**config.mk**
```make
export PLATFORM = sky130hd
export DESIGN_NAME = serial_subtractor
export DESIGN_NICKNAME = d
export VERILOG_FILES = /design/src/rtl/serial_sub_pkg.sv /design/src/rtl/serial_subtractor_half_subtractor.sv /design/src/rtl/serial_subtractor.sv
export SDC_FILE = /design/constraint.sdc
export NUM_CORES = 1
export LEC_CHECK = 0
export ABC_AREA = 1
export BUFFER_PORTS_ARGS = -buffer_cell sky130_fd_sc_hd__buf_2
export CAP_MARGIN = 20
export CORE_ASPECT_RATIO = 0.8
export CORE_MARGIN = 3
export CORE_UTILIZATION = 40
export CTS_CLUSTER_DIAMETER = 60
export DETAILED_ROUTE_END_ITERATION = 8
export GPL_ROUTABILITY_DRIVEN = 0
export PLACE_DENSITY = 0.63
export SLEW_MARGIN = 20
export SYNTH_ARGS = -nofsm -noshare
export SYNTH_HDL_FRONTEND = slang
export SYNTH_SLANG_ARGS = --single-unit
```
**constraint.sdc**
```tcl
create_clock -name clk -period 3.8 [get_ports clk]
set_input_delay 0.38 -clock clk [delete_from_list [all_inputs] [get_ports clk]]
set_output_delay 0.38 -clock clk [all_outputs]
set_load 0.01 [all_outputs]
```
**src/rtl/serial_sub_pkg.sv**
```systemverilog
// Shared definitions for the bit-serial subtractor.
//   state_t        : FSM encoding (IDLE, RUN, DONE)
//   DEFAULT_WIDTH  : default operand/result width in bits
package serial_sub_pkg;

  localparam int DEFAULT_WIDTH = 8;

  typedef enum logic [1:0] {
    IDLE = 2'd0,
    RUN  = 2'd1,
    DONE = 2'd2
  } state_t;

endpackage

```
**src/rtl/serial_subtractor_half_subtractor.sv**
```systemverilog
// Single-bit half subtractor: computes a - b without a borrow-in.
// Ports:
//   a      in  minuend bit
//   b      in  subtrahend bit
//   diff   out a ^ b
//   borrow out 1 when a = 0 and b = 1
module half_subtractor (
  input  logic a,
  input  logic b,
  output logic diff,
  output logic borrow
);

  assign diff   = a ^ b;
  assign borrow = ~a & b;

endmodule

```
**src/rtl/serial_subtractor.sv**
```systemverilog
// Bit-serial unsigned subtractor. Operands are accepted over a valid/ready
// handshake, subtracted LSB-first one bit per clock through a full
// subtractor built from two half subtractors, and the WIDTH-bit difference
// plus final borrow is returned over a second valid/ready handshake.
// Ports:
//   clk, rst_n           clock, asynchronous active-low reset
//   in_valid / in_ready  operand handshake (in_ready high only in IDLE)
//   a, b                 minuend, subtrahend (unsigned, WIDTH bits)
//   out_valid/out_ready  result handshake (out_valid high only in DONE)
//   diff                 (a - b) mod 2^WIDTH
//   borrow_out           1 iff a < b
//   busy                 high in RUN or DONE
module serial_subtractor
  import serial_sub_pkg::*;
#(
  parameter int WIDTH = DEFAULT_WIDTH
) (
  input  logic             clk,
  input  logic             rst_n,
  input  logic             in_valid,
  output logic             in_ready,
  input  logic [WIDTH-1:0] a,
  input  logic [WIDTH-1:0] b,
  output logic             out_valid,
  input  logic             out_ready,
  output logic [WIDTH-1:0] diff,
  output logic             borrow_out,
  output logic             busy
);

  localparam int CW = $clog2(WIDTH + 1);

  state_t           state, state_nxt;
  logic [WIDTH-1:0] sa, sb, sd;
  logic [CW-1:0]    cnt;
  logic             bw;

  logic             accept;
  logic             last_bit;
  logic             d1, b1, d, b2;

  assign accept   = in_valid && (state == IDLE);
  assign last_bit = (cnt == CW'(WIDTH - 1));

  // Per-bit full subtractor: x - y - bw.
  half_subtractor u_hs_xy (
    .a      (sa[0]),
    .b      (sb[0]),
    .diff   (d1),
    .borrow (b1)
  );

  half_subtractor u_hs_bw (
    .a      (d1),
    .b      (bw),
    .diff   (d),
    .borrow (b2)
  );

  // NOTE: state registers use non-blocking assignments so every flop samples
  // pre-edge values regardless of statement order.
  always_ff @(posedge clk or negedge rst_n) begin
    if (!rst_n) state <= IDLE;
    else        state <= state_nxt;
  end

  // NOTE: next state gets a default before the case so no path leaves it
  // unassigned, which would otherwise infer a latch.
  always_comb begin
    state_nxt = state;
    case (state)
      IDLE:    if (in_valid)  state_nxt = RUN;
      RUN:     if (last_bit)  state_nxt = DONE;
      DONE:    if (out_ready) state_nxt = IDLE;
      default:                state_nxt = IDLE;
    endcase
  end

  // NOTE: datapath registers are reset too, so diff/borrow_out read zero
  // after reset instead of leftovers from an aborted operation.
  always_ff @(posedge clk or negedge rst_n) begin
    if (!rst_n) begin
      sa  <= '0;
      sb  <= '0;
      sd  <= '0;
      bw  <= 1'b0;
      cnt <= '0;
    end else if (accept) begin
      sa  <= a;
      sb  <= b;
      sd  <= '0;
      bw  <= 1'b0;
      cnt <= '0;
    end else if (state == RUN) begin
      sa  <= sa >> 1;
      sb  <= sb >> 1;
      // New difference bit enters at the MSB; written as shift/or so that
      // WIDTH = 1 needs no zero-width slice.
      sd  <= (sd >> 1) | (WIDTH'(d) << (WIDTH - 1));
      bw  <= b1 | b2;
      cnt <= cnt + CW'(1);
    end
  end

  // Handshake/status outputs decode the state register only.
  assign in_ready   = (state == IDLE);
  assign out_valid  = (state == DONE);
  assign busy       = (state == RUN) || (state == DONE);
  assign diff       = sd;
  assign borrow_out = bw;

endmodule

```
Word level (Yosys, flattened, before mapping)
Cells that the tools add are included. Widths: inputs -> output; s select.

Register bits after elaboration: 31. Logic and storage cells: 40. Output and inout bits: 12. Bits of input ports: 20.

Multiplexer cells: 14. Bitwise operators: 8. Reductions and logical operators: 5. $add $sub $neg: 1. Equal/unequal tests: 6.

Operators by type and width (count): $mux 8 (6); $mux 4 (2); $or 7x8->8 (1); $mux 2 (3); $pmux 2 s3 (1); $add 4x1->4 const B (1); $eq 4x3->1 const B (1); $ne 2x2->1 const B (2); $reduce_and 3->1 (1); $and 1x1->1 (2); $eq 2x1->1 const B (1); $eq 2x2->1 const B (1); $logic_not 2->1 (1); $mux 1 (2); $ne 2x1->1 const B (1); $not 1->1 (2); $reduce_bool 2->1 (1); $xor 1x1->1 (2); $logic_and 1x1->1 (1); $logic_or 1x1->1 (1); $or 1x1->1 (1).

Depth between registers and ports, before layout
Gate-level depths: netlist of the first run.

Depth after elaboration: 6. Mapped depth: 8. Gate-level depth less buffers: 8.

Modules after synthesis
From an unflattened synthesis of the first run, not the netlist that was laid out.

Cells, all modules: 177. Area, all modules: 1535.2 sq um.

Modules (own cells, without submodules): serial_subtractor (instances 1, sequential area each 775.7 sq um, area each 1495.2 sq um, cells an instance 171); half_subtractor (instances 2, sequential area each 0.0 sq um, area each 20.0 sq um, cells an instance 3).

Least setup slack after synthesis of the first run
Ideal clock, no wire load.

Path type: register to register. Start: register state[0]. End: register cnt[3]. Data arrival time: 1193 ps. Data required time: 3681 ps. Cell stages (with the launch flop): 8. Path buffers: 1. Period minus slack after synthesis: 1312 ps. Setup slack: 2488 ps. Library setup time: 119 ps. Cells stage by stage: dfrtp_1 > inv_1 > ha_1 > nand2_2 > buf_6 > nand2_4 > a21oi_1 > nor2_1.

Word-level cells in the longest chain between the ends: 3. Elaborated cells on any way between the ends: 5. Those cells by class: 1 x eq/ne; 1 x mux; 3 x reduce/logical.

Ends and longest elaborated chain: from (decl) (RTL line serial_subtractor.sv:33) `state_t state, state_nxt;`; from (signal assigned) (RTL line serial_subtractor.sv:64) `else state <= state_nxt;`; $logic_not 2->1 (*); net in_ready (RTL line serial_subtractor.sv:21) `output logic in_ready,`; $logic_and 1x1->1 (*) (RTL line serial_subtractor.sv:42) `assign accept = in_valid && (state == IDLE);`; $mux 4 / $reduce_bool 2->1 (equally long branches); to (signal assigned) (RTL line serial_subtractor.sv:101) `cnt <= cnt + CW'(1);`; to (decl) (RTL line serial_subtractor.sv:35) `logic [CW-1:0] cnt;`.

The timed path passes the listed nets; every way through them passes the cells marked *. A chain may end at the register's enable or synchronous reset.

Final worst setup path of the first run
Start: register state[0]. End: register sb[1].

Word-level cells in the longest chain between the ends: 3. Elaborated cells on any way between the ends: 5. Those cells by class: 1 x eq/ne; 1 x mux; 3 x reduce/logical.

Ends and longest elaborated chain: $logic_not 2->1 (RTL line serial_subtractor.sv:42); $logic_and 1x1->1 (RTL line serial_subtractor.sv:42); $mux 8 / $reduce_bool 2->1 (equally long branches); to (signal assigned) (RTL line serial_subtractor.sv:96) `sb <= sb >> 1;`; to (decl) (RTL line serial_subtractor.sv:34) `logic [WIDTH-1:0] sa, sb, sd;`.

Several ways; a longest one is shown, not always the timed one.

==> summary.md, run 1 <==
| Metric | Value |
|---|---|
| Drc violations | 0 |
| Slew headroom | 55.41% |
| Net Sw Frac | a little over two fifths |
| Placeable Area | 3542 um^2 |
| Fin worst setup slack | ~2000 ps |
| Slew @ Worst Pin | 668.8 ps |
| LEAKAGE | roughly 0.87 nW |
| Syn Area/Cell | between 8 and 9 um^2 |
| Total Wirelength | ~3100 um |
| Final-report setup violation count | 0 |
| Initial antenna violation count | 0 |
| Rows | 19 |
| Synth Cell Area | ~1500 um^2 |
| Total number of vias | ~1200 |
| WP data required | 3960 ps |
| CP delay by family, top | simple AND/OR/NAND/NOR gates |
| Syn. warnings | 0 |
| Total gr overflow | 0 |
| Sw power | 642.1 uW |
| TritonCTS clock tree | built |
| # clock sinks | 31 |
| Post-route minimum period | between 1500 and 2000 ps |
| Area delta synth->final | 14.97% |
| Fraction of layout cells with a size suffix above 1 | roughly a quarter |
| # diodes | 0 |
| Final Max Slew Viols | 0 |
| CP Cell Sequence | inv_1 -> ha_1 -> nand2_2 -> inv_4 -> a21oi_1 -> a21oi_1 |
| Placed inst area | 1662 um^2 |
| H-tree levels | 2 |
| Worst Hold Class | primary input to asynchronous set/reset pin |
| Post-Route Setup TNS | 0 ps |
| Commonest non-fill, non-tap cells in the layout | nor2_1 (34), dfrtp_1 (31), buf_2 (31) |
| Design Area, Final | approximately 1700 um^2 |
| #FFs+latches synth | 31 |
| Synth Net Count | 199 |
| Die Area | roughly 4600 um^2 |
| Hold Slack | between 100 and 150 ps |
| Post-DRT Antenna Nets | 0 |
| Max frequency | ~0.57 GHz |
| Max incr delay on CP | approximately 460 ps |
| Post-Place Worst Slack | about 2000 ps |
| Worst Path Buf+Inv | 2 |
| Starting DRC count in detailed routing | just over 80 |
| Setup repair bufs after CTS | 0 |
| First-pass DRT Iterations | 4 |
| Pin count of the biggest net entering global routing | 32 |
| RSZ-0062 raised after global routing | no |
| Maximum root-to-sink buffer count | 2 |
| Root Buffer | clkbuf_8 |
| Crit Reg-Reg Startpoint | state[0] |
| First-pass GRT wire length | between 5000 and 6000 um |
| Clock skew | roughly 3.3 ps |
| Final hold viol count | 0 |
| FF-to-FF End | sb[1] |
| Worst path arrival time | around 1900 ps |
| Number of global-route vias before repair | 1192 |
| Critical path's slowest cell | nand2_2 |
| Gr usage total | 15.43% |
| Internal | between 800 and 900 uW |
| Startpoint types | flip-flop |
| IO Port Bufs | 31 |
| NumNets Final | between 200 and 250 |
| Internal reg-to-reg setup slack | slightly above 2000 ps |
| WL/cell | about 13 um |
| Commonest non-fill, non-tap cell in the layout | nor2_1 |
| Comb pwr share | between 40% and 50% |
| Starting Density | between 40 and 50% |
| Status | complete, no violations |
| Hold-fix buffers at CTS | 0 |
| Reg power frac | 38.8% |
| Clk pwr share | between 15 and 20% |
| Resize count post-CTS | 0 |
| Critical Path Sink Type | flip-flop |
| Post-route clock period utilization | roughly 47% |
| Via density | 5.016 |
| Most area-consuming cells after synthesis | dfrtp_1 (51%), nor2_1 (8.4%), nand2_1 (7.4%), a21oi_1 (5.9%), nand3_1 (4.3%) |
| HPWL after DPL | around 2100 um |
| CP Class | flip-flop to flip-flop |
| Cell taking the most area after synthesis | dfrtp_1 |
| Clock Latency Late Sink | about 280 ps |
| Sequential-to-total area share from yosys stat | 50.99% |
| Die X | approximately 75 um |
| Num ports | 32 |
| Max IR drop VDD | between 400 and 500 uV |
| Num CTS Buffers | 5 |
| Clock-pin slew on the worst setup and hold paths | roughly 60 ps |
| Post-synth top area share | 50.99% |
| P per Cell Area | between 800 and 900 nW/um^2 |
| Die H | just over 60 um |
| Max-Cap Viols | 0 |
| Synthesized instance count | ~170 |
| Critical Path Fanout Max | 31 |
| Synth cell types | 21 |
| Worst setup path startpoint | state[0] |
| Total power | 1.541 mW |
| Top cell by count, worst path | a21oi_1 |
| R2R cell count | 6 |
==> state kept, by name, summed over array words and instances, names as in the netlist <==
register / count
diff: 8
cnt: 4
sb: 8
borrow_out: 1
state: 2
sa: 8
==> worst max path at each step <==
stage	depth (start not counted)	endpoint	slack [ps]
floorplan	7	cnt[3]	2490
global placement	6	sb[1]	2120
global route	6	sa[5]	1830
CTS	6	sb[1]	2030
finish	6	sb[1]	2030
detailed placement	6	sb[1]	2040
==> layer usage <==
| metal | up-vias | global-route usage [%] | wire [um] |
|---|---|---|---|
| met2 | 26 | 24.19 | 1382 |
| met4 | 0 | 5.076 | 38 |
| met3 | 6 | 6.362 | 208 |
| li1 | 613 | - | - |
| met5 | - | 0 | 0 |
| met1 | 584 | 19.51 | 1497 |
==> power by group through the flow <==
stage	Sequential, mW	Combinational, mW	Clock [mW]
final	0.597	0.689	0.255
after global routing	0.618	0.803	0.276
after CTS	0.598	0.700	0.266
after detailed placement	0.602	0.697	0
after global placement	0.595	0.671	0
after floorplan	0.600	0.546	0
==> cell usage after synthesis, drive strengths merged <==
cell	number
ha	5
buf	9
fa	1
o211ai	1
nand3	13
xnor2	1
o21ai	10
a21oi	24
a211oi	1
nand2	32
inv	11
nor2	34
dfrtp	31
==> layout make-up <==
class,instances,area [um^2]
clock buffer,6,82.58
clock inverter,1,5.005
fill,336,1793
inverter,11,43.79
multi-input combinational,122,626.9
sequential,31,775.7
tap,42,52.55
timing repair buffer,32,162.7
==> kinds of logic (layout without fill, tap and decap cells) <==
logic type                 after synthesis  after routing  synth area share [%]
DFF                                     31             31                 50.99
xor gates and xnor gates                 1              1                0.5758
AOI/OAI and AO/OA                       36             36                 13.98
adders and majority gates                6              6                 5.428
buffers and inverters                   20             50                 7.812
and+or+nand+nor                         79             79                 21.22
==> through the flow <==
step	utilization, %	cells
finish	49.38	245
CTS	49.38	245
detailed placement	46.91	238
global placement	46.91	238
global route	49.38	245
floorplan	-	173
No activity file was read; power rests on OpenSTA's default activity.
==> run 2, diff against run 1 <==
Settings changed: PLACE_DENSITY 0.63 to 0.65.
Clock period 3.8 ns to 1.6 ns, I/O delays scaled along.
==> run 2 against run 1 <==
Effect of this change: register-to-register slack worse by 1900 ps; non-clock buffer count up 5; clock skew about the same; highest routed layer unchanged.
==> summary.md, run 2 (same netlist as run 1, synthesis figures left out) <==
| Metric | Value |
|---|---|
| Status | complete, no violations |
| TritonCTS clock tree | built |
| Final-report setup violation count | 0 (unchanged) |
| Commonest non-fill, non-tap cells in the layout | nor2_1 (34), dfrtp_1 (31), buf_2 (31) |
| Wl on met1 | 1510 um (+0.87%) |
| Fraction of layout cells with a size suffix above 1 | 25.84% (+1.2 points) |
| Max-Cap Viols | 0 (unchanged) |
| P per Cell Area | 2071 nW/um^2 (+140%) |
| IO Port Bufs | 31 (unchanged) |
| Met3 WL | 168 um (-19%) |
| Total Wirelength | 3010 um (-3.7%) |
| Startpoint types | flip-flop |
| Fin util | 50.94% (+1.6 points) |
| Die X | 74.96 um (unchanged) |
| Die H | 61.16 um (unchanged) |
| Critical Path Fanout Max | 28 (-9.7%) |
| Post-route clock period utilization | 90.79% (+44 points) |
| Starting DRC count in detailed routing | 122 (+47%) |
| Top sig layer | met4 |
| Setup repair bufs after CTS | 0 (unchanged) |
| Starting Density | 42.95% (unchanged) |
| Num CTS Buffers | 5 (unchanged) |
| Total number of vias | 1202 (-2.2%) |
| Clock skew | 3.082 ps (-0.2530 ps) |
| WP data required | 1820 ps (-2140 ps) |
| Drc violations | 0 (unchanged) |
| Clock-pin slew on the worst setup and hold paths | 60 ps (about the same) |
| Total gr overflow | 0 (unchanged) |
| Post-Route Setup TNS | 0 ps (unchanged) |
| Critical Path Sink Type | flip-flop |
| H-tree levels | 2 (unchanged) |
| Max frequency | 0.6884 GHz (+22%) |
| Max IR drop VDD | 985.3 uV (+110%) |
| CP Class | flip-flop to flip-flop |
| WL/cell | 11.99 um (-6.0%) |
| # diodes | 0 (unchanged) |
| HPWL after DPL | 2058 um (-3.9%) |
| Rows | 19 (unchanged) |
| Slew @ Worst Pin | 676.6 ps (+7.755 ps) |
| Routed wl met2 | 1287 um (-6.9%) |
| Area delta synth->final | 18.59% |
| Number of global-route vias before repair | 1101 (-7.6%) |
| NumNets Final | 234 (+2.2%) |
| Gr usage total | 15.35% (-0.083 points) |
| First-pass GRT wire length | 5209 um (-1.4%) |
| Root Buffer | clkbuf_8 |
| Pin count of the biggest net entering global routing | 32 (unchanged) |
| Final Max Slew Viols | 0 (unchanged) |
| Via density | 4.789 (-4.5%) |
| Final hold viol count | 0 (unchanged) |
| Total power | 3.737 mW (+140%) |
| Commonest non-fill, non-tap cell in the layout | nor2_1 |
| LEAKAGE | 0.9007 nW (+3.0%) |
| Placeable Area | 3542 um^2 (unchanged) |
| Slew headroom | 54.90% (-0.52 points) |
| RSZ-0062 raised after global routing | no |
| Clock Latency Late Sink | 290 ps (about the same) |
| Worst path arrival time | 1680 ps (-250 ps) |
| Num ports | 32 (unchanged) |
| Maximum root-to-sink buffer count | 2 (unchanged) |
| Post-route minimum period | 1453 ps (-315.2 ps) |
| Die Area | 4584 um^2 (unchanged) |
| # clock sinks | 31 (unchanged) |
| Initial antenna violation count | 0 (unchanged) |
| Worst Hold Class | primary input to flip-flop |
| First-pass DRT Iterations | 4 (unchanged) |
| Post-DRT Antenna Nets | 0 (unchanged) |
[run 2: critical path: stages (launching register included)]
cell and delay (ps):
dfrtp_1 390, inv_1 110, ha_1 190, buf_4 310, nand2_1 150, nand2_1 120
nand2_1 60, nand2_1 70
[run 2: layout make-up]
| class | count | area [um^2] |
|---|---|---|
| sequential | 31 | 775.7 |
| tap | 42 | 52.55 |
| clock buffer | 6 | 72.57 |
| multi-input combinational | 122 | 631.9 |
| clock inverter | 2 | 12.51 |
| timing repair buffer | 37 | 215.2 |
| fill | 345 | 1738 |
| inverter | 11 | 43.79 |
[run 2: report_power, final]
group          switching, mW  internal [mW]
Clock                  0.292          0.303
Sequential             0.245           1.17
Combinational           1.02          0.705
Total                   1.56           2.18
[run 2: worst paths after layout]
check / slack (ps) / from / to / cells past startpoint
worst min-delay path: 80 / a[7] / sa[7] / 3
worst max register to register: 150 / state[1] / state[0] / 7
min in group asynchronous: 440 / rst_n / sb[6] / 2
worst max-delay path: 150 / state[1] / state[0] / 7
worst min register to register: 500 / state[1] / state[1] / 2
max in group asynchronous: 720 / rst_n / diff[2] / 2
[run 2: metal layers]
layer  global-route usage, %  vias to the layer above
met5                       0                        -
met4                   7.614                        0
met3                   4.568                        4
met2                   20.47                       29
met1                   22.47                      542
li1                        -                      627
[run 2: what timing repair did]
| action | 4_1_cts | 5_1_grt |
|---|---|---|
| gates resized for setup | 0 | 1 |
| hold buffers | 1 | 0 |
| endpoints found under the hold margin | 31 | 0 |
| setup endpoints to repair | 0 | 5 |
[run 2: per-stage QoR]
stage          hold slack (ps)  area (um^2)  worst slack, ps  cells
6_report                 78.52         1804            147.3    251
5_1_grt                  87.28         1804            51.92    251
4_1_cts                  67.22         1799            127.5    251
3_5_place_dp             242.2         1704            133.8    242
3_3_place_gp             242.3         1704            189.8    242
2_1_floorplan           -135.6         1521            288.3    173
